===== src/rtl/lat_mon_pkg.sv =====
// rtl/lat_mon_pkg.sv - shared error codes and channel state type for the latency monitor
package lat_mon_pkg;

    localparam logic [2:0] ERR_NONE     = 3'd0;
    localparam logic [2:0] ERR_TIMEOUT  = 3'd1;
    localparam logic [2:0] ERR_OVERLAP  = 3'd2;
    localparam logic [2:0] ERR_SPURIOUS = 3'd3;
    localparam logic [2:0] ERR_REISSUE  = 3'd4;
    localparam logic [2:0] ERR_LONG     = 3'd5;
    localparam logic [2:0] ERR_SHORT    = 3'd6;

    typedef enum logic [1:0] {
        ST_IDLE = 2'd0,
        ST_WAIT = 2'd1,
        ST_HOLD = 2'd2
    } ch_state_e;

endpackage


===== src/rtl/lat_mon_ch.sv =====
// rtl/lat_mon_ch.sv - per-channel handshake FSM with latency and hold counters
module lat_mon_ch
    import lat_mon_pkg::*;
#(
    parameter int MAX_LAT  = 1000,
    parameter int OUT_HOLD = 1,
    parameter int LAT_W    = $clog2(MAX_LAT + 2)
) (
    input  logic             clk,
    input  logic             rst,
    input  logic             iv_i,
    input  logic             ov_i,
    output logic             done_o,
    output logic [LAT_W-1:0] lat_o,
    output logic             err_o,
    output logic [2:0]       code_o
);

    localparam int HOLD_W = $clog2(OUT_HOLD + 1);
    localparam logic [LAT_W-1:0]  LAT_LIMIT = LAT_W'(MAX_LAT);
    localparam logic [HOLD_W-1:0] HOLD_LIMIT = HOLD_W'(OUT_HOLD);

    ch_state_e         state_q, state_d;
    logic [LAT_W-1:0]  lat_q, lat_d;
    logic [HOLD_W-1:0] hold_q, hold_d;

    always_ff @(posedge clk) begin
        if (rst) begin
            state_q <= ST_IDLE;
            lat_q   <= '0;
            hold_q  <= '0;
        end else begin
            state_q <= state_d;
            lat_q   <= lat_d;
            hold_q  <= hold_d;
        end
    end

    // Events are combinational here; the top registers them so every output is one edge behind.
    always_comb begin
        state_d = state_q;
        lat_d   = lat_q;
        hold_d  = hold_q;
        done_o  = 1'b0;
        err_o   = 1'b0;
        code_o  = ERR_NONE;
        case (state_q)
            ST_IDLE: begin
                if (iv_i) begin
                    if (ov_i) begin
                        err_o  = 1'b1;
                        code_o = ERR_OVERLAP;
                    end
                    state_d = ST_WAIT;
                    lat_d   = '0;
                end else if (ov_i) begin
                    err_o  = 1'b1;
                    code_o = ERR_SPURIOUS;
                end
            end
            ST_WAIT: begin
                if (iv_i && ov_i) begin
                    err_o   = 1'b1;
                    code_o  = ERR_OVERLAP;
                    state_d = ST_IDLE;
                end else if (ov_i) begin
                    state_d = ST_HOLD;
                    lat_d   = lat_q + LAT_W'(1);
                    hold_d  = HOLD_W'(1);
                end else if (iv_i) begin
                    err_o  = 1'b1;
                    code_o = ERR_REISSUE;
                    lat_d  = '0;
                end else if (lat_q == LAT_LIMIT) begin
                    err_o   = 1'b1;
                    code_o  = ERR_TIMEOUT;
                    state_d = ST_IDLE;
                end else begin
                    lat_d = lat_q + LAT_W'(1);
                end
            end
            ST_HOLD: begin
                if (iv_i && ov_i) begin
                    err_o   = 1'b1;
                    code_o  = ERR_OVERLAP;
                    state_d = ST_IDLE;
                end else if (ov_i) begin
                    if (hold_q == HOLD_LIMIT) begin
                        err_o   = 1'b1;
                        code_o  = ERR_LONG;
                        state_d = ST_IDLE;
                    end else begin
                        hold_d = hold_q + HOLD_W'(1);
                    end
                end else if (hold_q != HOLD_LIMIT) begin
                    err_o   = 1'b1;
                    code_o  = ERR_SHORT;
                    state_d = ST_IDLE;
                end else begin
                    done_o = 1'b1;
                    if (iv_i) begin
                        state_d = ST_WAIT;
                        lat_d   = '0;
                    end else begin
                        state_d = ST_IDLE;
                    end
                end
            end
            default: state_d = ST_IDLE;
        endcase
    end

    assign lat_o = lat_q;

endmodule


===== src/rtl/lat_proto_monitor.sv =====
// rtl/lat_proto_monitor.sv - multi-channel handshake protocol checker and latency statistics
module lat_proto_monitor
    import lat_mon_pkg::*;
#(
    parameter int NUM_CH   = 4,
    parameter int MAX_LAT  = 1000,
    parameter int OUT_HOLD = 1,
    parameter int ACC_W    = 32,
    parameter int LAT_W    = $clog2(MAX_LAT + 2),
    parameter int CH_W     = (NUM_CH > 1) ? $clog2(NUM_CH) : 1
) (
    input  logic                    clk,
    input  logic                    rst,
    input  logic [NUM_CH-1:0]       mon_in_valid,
    input  logic [NUM_CH-1:0]       mon_out_valid,
    input  logic                    clear,
    output logic [NUM_CH-1:0]       done_valid,
    output logic [NUM_CH*LAT_W-1:0] done_lat,
    output logic [NUM_CH-1:0]       err_valid,
    output logic [NUM_CH*3-1:0]     err_code,
    output logic [ACC_W-1:0]        total_lat,
    output logic [ACC_W-1:0]        txn_cnt,
    output logic [LAT_W-1:0]        max_lat,
    output logic                    sticky_err,
    output logic [2:0]              first_err_code,
    output logic [CH_W-1:0]         first_err_ch
);

    localparam int SUM_W = LAT_W + $clog2(NUM_CH + 1);
    localparam int EXT_W = ((ACC_W > SUM_W) ? ACC_W : SUM_W) + 1;
    localparam logic [ACC_W-1:0] ACC_ONES = '1;

    logic [NUM_CH-1:0] ch_done;
    logic [NUM_CH-1:0] ch_err;
    logic [LAT_W-1:0]  ch_lat  [NUM_CH];
    logic [2:0]        ch_code [NUM_CH];

    for (genvar g = 0; g < NUM_CH; g++) begin : g_ch
        lat_mon_ch #(
            .MAX_LAT  (MAX_LAT),
            .OUT_HOLD (OUT_HOLD),
            .LAT_W    (LAT_W)
        ) u_ch (
            .clk    (clk),
            .rst    (rst),
            .iv_i   (mon_in_valid[g]),
            .ov_i   (mon_out_valid[g]),
            .done_o (ch_done[g]),
            .lat_o  (ch_lat[g]),
            .err_o  (ch_err[g]),
            .code_o (ch_code[g])
        );
    end

    logic [NUM_CH-1:0]       done_valid_q;
    logic [NUM_CH*LAT_W-1:0] done_lat_q, done_lat_d;
    logic [NUM_CH-1:0]       err_valid_q;
    logic [NUM_CH*3-1:0]     err_code_q, err_code_d;
    logic [ACC_W-1:0]        total_q, total_d;
    logic [ACC_W-1:0]        txn_q, txn_d;
    logic [LAT_W-1:0]        max_q, max_d;
    logic                    sticky_q;
    logic [2:0]              first_code_q, sel_code;
    logic [CH_W-1:0]         first_ch_q, sel_ch;
    logic                    any_err;
    logic [SUM_W-1:0]        lat_sum, cnt_sum;
    logic [EXT_W-1:0]        total_ext, txn_ext;

    always_comb begin
        done_lat_d = '0;
        err_code_d = '0;
        lat_sum    = '0;
        cnt_sum    = '0;
        max_d      = max_q;
        any_err    = 1'b0;
        sel_ch     = '0;
        sel_code   = ERR_NONE;
        for (int i = 0; i < NUM_CH; i++) begin
            err_code_d[i*3 +: 3] = ch_code[i];
            if (ch_done[i]) begin
                done_lat_d[i*LAT_W +: LAT_W] = ch_lat[i];
                lat_sum = lat_sum + SUM_W'(ch_lat[i]);
                cnt_sum = cnt_sum + SUM_W'(1);
                if (ch_lat[i] > max_d) begin
                    max_d = ch_lat[i];
                end
            end
        end
        // Scan downward so the lowest erring channel is the one left selected.
        for (int i = NUM_CH - 1; i >= 0; i--) begin
            if (ch_err[i]) begin
                any_err  = 1'b1;
                sel_ch   = CH_W'(i);
                sel_code = ch_code[i];
            end
        end
        total_ext = EXT_W'(total_q) + EXT_W'(lat_sum);
        txn_ext   = EXT_W'(txn_q) + EXT_W'(cnt_sum);
        total_d   = (total_ext > EXT_W'(ACC_ONES)) ? ACC_ONES : total_ext[ACC_W-1:0];
        txn_d     = (txn_ext > EXT_W'(ACC_ONES)) ? ACC_ONES : txn_ext[ACC_W-1:0];
    end

    always_ff @(posedge clk) begin
        if (rst) begin
            done_valid_q <= '0;
            done_lat_q   <= '0;
            err_valid_q  <= '0;
            err_code_q   <= '0;
            total_q      <= '0;
            txn_q        <= '0;
            max_q        <= '0;
            sticky_q     <= 1'b0;
            first_code_q <= ERR_NONE;
            first_ch_q   <= '0;
        end else begin
            done_valid_q <= ch_done;
            done_lat_q   <= done_lat_d;
            err_valid_q  <= ch_err;
            err_code_q   <= err_code_d;
            if (clear) begin
                total_q      <= '0;
                txn_q        <= '0;
                max_q        <= '0;
                sticky_q     <= 1'b0;
                first_code_q <= ERR_NONE;
                first_ch_q   <= '0;
            end else begin
                total_q <= total_d;
                txn_q   <= txn_d;
                max_q   <= max_d;
                if (any_err && !sticky_q) begin
                    sticky_q     <= 1'b1;
                    first_code_q <= sel_code;
                    first_ch_q   <= sel_ch;
                end
            end
        end
    end

    assign done_valid     = done_valid_q;
    assign done_lat       = done_lat_q;
    assign err_valid      = err_valid_q;
    assign err_code       = err_code_q;
    assign total_lat      = total_q;
    assign txn_cnt        = txn_q;
    assign max_lat        = max_q;
    assign sticky_err     = sticky_q;
    assign first_err_code = first_code_q;
    assign first_err_ch   = first_ch_q;

endmodule


===== config.mk =====
export PLATFORM = sky130hd
export DESIGN_NAME = lat_proto_monitor
export DESIGN_NICKNAME = d
export VERILOG_FILES = /design/src/rtl/lat_mon_pkg.sv /design/src/rtl/lat_mon_ch.sv /design/src/rtl/lat_proto_monitor.sv
export SDC_FILE = /design/constraint.sdc
export NUM_CORES = 1
export LEC_CHECK = 0
export ABC_AREA = 1
export BUFFER_PORTS_ARGS = -buffer_cell sky130_fd_sc_hd__buf_4
export CORE_UTILIZATION = 40
export CTS_BUF_LIST = sky130_fd_sc_hd__clkbuf_4
export CTS_CLUSTER_SIZE = 16
export DETAILED_ROUTE_END_ITERATION = 12
export PLACE_DENSITY_LB_ADDON = 0.25
export SYNTH_ARGS = -nofsm -noshare
export SYNTH_HDL_FRONTEND = slang
export SYNTH_HIERARCHICAL = 1
export SYNTH_SLANG_ARGS = --single-unit

===== constraint.sdc =====
create_clock -name clk -period 13.8 [get_ports clk]
set_input_delay 2.76 -clock clk [delete_from_list [all_inputs] [get_ports clk]]
set_output_delay 2.76 -clock clk [all_outputs]
set_load 0.005 [all_outputs]

==> out/results.txt <==
Final Power: 1.06 mW
WL per Instance: 14.6 µm
RSZ-0062 raised after global routing: false
Layout cells sized above 1: 13.9%
Setup TNS: 0 ps
Final Setup Violations: 0
Top cells by count, synth: nand2_1, inv_1, nor2_1, dfxtp_1, a21oi_1
Final Hold Vio Count: 0
Outcome: finished, final reports clean
CTS tree: done
Relative slew slack: 26.5%
Uppermost layer routed: met4
Critical Path Sink Type: flop
Cell Pwr Density: 69.9 nW/µm²
WS Path Type: in -> reg
Post-Synthesis Cell Area: 13300 µm²
HPWL after DPL: 27.8 mm
Final Max Tran Viols: 0
Congestion Overflow GR: 0
Post-route DRC violation count: 0
HP Class: reg -> reg
DRT met1 WL: 17.4 mm
Largest net degree at the start of global routing: 64
Top Ports: 151
Port buffer count: 150
H-tree lvl count: 4
Most used cell, CP: o21ai_0
Register bit total from synthesis: 192
CP max stage cell: nand4_1
Vias in the first global route: 11500
Starting Density: 40.8%
Clk_lat worst skew: 670 ps
Register Area: 3840 µm²
Die ar.: 34000 µm²
CP startpoint kind: input pin
DR pass1 iterations: 6
Hold bufs inserted after CTS: 0
Skew final: 39.6 ps
Seq/Total Area, Yosys: 28.9%
Total GRT Usage: 21.9%
Tmin final: 9830 ps
Die W: 184 µm
Crit path max fanout: 25
Max IR drop VDD: 0.0000634 V
Slew of the pin with the lowest slew margin: 1100 ps
Placement Setup Slack: 3310 ps
Resized cells post-CTS: 0
Area contributors post-synth: dfxtp_1, ha_1, nand2_1
Yosys top cell area share: 28.9%
Post-CTS Setup Repair Bufs: 0
CTS root buffer: clkbuf_4
First-pass GRT wire length: 58.8 mm
P&R area growth vs syn: 13.3%
Synth Instances: 1928
Post-synth EDFFs: 0
GPL Wtd Cong: 0.897
Worst r2r src: g_ch[0].u_ch/state_q[0]
Post-synth top flop: dfxtp_1
Fin crit share: 71.3%
Maximum clock insertion buffer count: 2
Antenna violations before repair: 2
Initial drt markers: 902
CTS sink count: 192
Min-delay src: g_ch[2].u_ch/state_q[0]
Max stage delay on crit path: 840 ps
DR WL met2: 16.2 mm
Ys async rst share: 0%
Vias per cell: 5.01
Arrival time worst endpoint: 10410 ps
Post-Route WL: 36.6 mm
Final worst slack: 3970 ps
Met3 WL: 2.31 mm
FMAX: 102 MHz
Total of max-cap violations: 0
TritonCTS Buffers: 17
Crit. Startpoint: mon_out_valid[0]
Data required, critical path: 14380 ps
Lkg Pwr: 6.75 nW
Dominant cell type by area after synthesis: dfxtp_1
Count of different cell masters after synthesis: 50
Most common cell in the netlist: nand2_1
Post-synthesis net count: 2068
Ys Warns: 6
Syn Area/Cell: 6.91 µm²
Core ar.: 32600 µm²
Via count: 12600
Final ANT Viol Nets: 0
Multi-input logic area: 8080 µm²
Clock slew seen by the registers of the worst setup and hold paths: 180 ps
Fillers: 3343
Nets: 2195
# rows: 66
Chip height: 184 µm
## cell type report
class	count	share of cell area, %
Sequential cell	192	25.5
Inverter	304	7.57
Clock buffer	17	0.846
Multi-Input combinational cell	1387	53.5
Antenna cell	3	0.0498
Tap cell	442	3.67
Clock inverter	15	1.23
Timing Repair Buffer	153	7.62
## sequential cells by signal, summed over array words and instances (netlist names)
register           count
err_valid              4
g_ch.u_ch/hold_q       4
err_code              12
g_ch.u_ch/lat_o       40
first_err_ch           2
total_lat             32
g_ch.u_ch/state_q      8
done_valid             4
txn_cnt               32
max_lat               10
first_err_code         3
done_lat              40
sticky_err             1
## final timing paths
| path | endpoint | slack [ps] | depth (start not counted) |
|---|---|---|---|
| worst min register to register | g_ch[2].u_ch/state_q[0] | 540 | 2 |
| worst max register to register | total_lat[25] | 5560 | 35 |
| worst max-delay path | total_lat[25] | 3970 | 36 |
| worst min-delay path | g_ch[2].u_ch/state_q[0] | 540 | 2 |
## cells in the final DEF, fill, tap and decap left out, drive strengths merged, types with 4 or more instances in the layout
master and n:
nand2 422, inv 305, nor2 214, dfxtp 192, a21oi 158, buf 153, ha 124, nand3 121
o21ai 111, xor2 48, nand4 40, xnor2 32, nand3b 26, clkbuf 17, nor3 17, clkinv 13
a31oi 11, and2 11, or2 10, nor4 8, o21bai 7, fa 5, o211ai 4, a2bb2oi 4
## routing by layer
| layer | vias up | GRT usage [%] |
|---|---|---|
| li1 | 6484 | - |
| met1 | 5716 | 29.8 |
| met2 | 359 | 34.6 |
| met3 | 39 | 4.47 |
| met4 | 0 | 6.63 |
| met5 | - | 0 |
## stage by stage
stage          instance area, µm²  cells  hold WS [ps]  util (%)
2_1_floorplan               13300   1928           471         -
3_3_place_gp                14800   2478           511      45.3
3_5_place_dp                14800   2478           520      45.3
4_1_cts                     15100   2510           542      46.2
5_1_grt                     15100   2513           573      46.2
6_report                    15100   2513           542      46.2
## logic make-up (layout without fill, tap and decap cells)
logic type / after synthesis / count (layout) / synth area share [%]
adders and majority gates: 129 / 129 / 12.4
AOI/OAI and AO/OA: 304 / 304 / 12.2
other: 1 / 4 / 0.0282
DFF: 192 / 192 / 28.9
xor gates and xnor gates: 80 / 80 / 5.26
buffers and inverters: 349 / 489 / 10.5
and+or+nand+nor: 873 / 873 / 30.7
## worst max-delay path, delay by kind of cell
kind | cells | cell delay [ps]
simple gates | 7 | 2100
buf+inv | 7 | 630
fa+ha+maj | 6 | 1910
xor+xnor | 2 | 290
compound gates | 14 | 2680
## where the power goes
group          internal (mW)  leakage, nW  switching [mW]  total (mW)
clock network         0.0869        0.161           0.238       0.325
logic                 0.0484         5.03           0.102       0.150
registers              0.567         1.55          0.0125       0.579
total                  0.702         6.75           0.353        1.06
No activity file was read; power rests on OpenSTA's default activity.
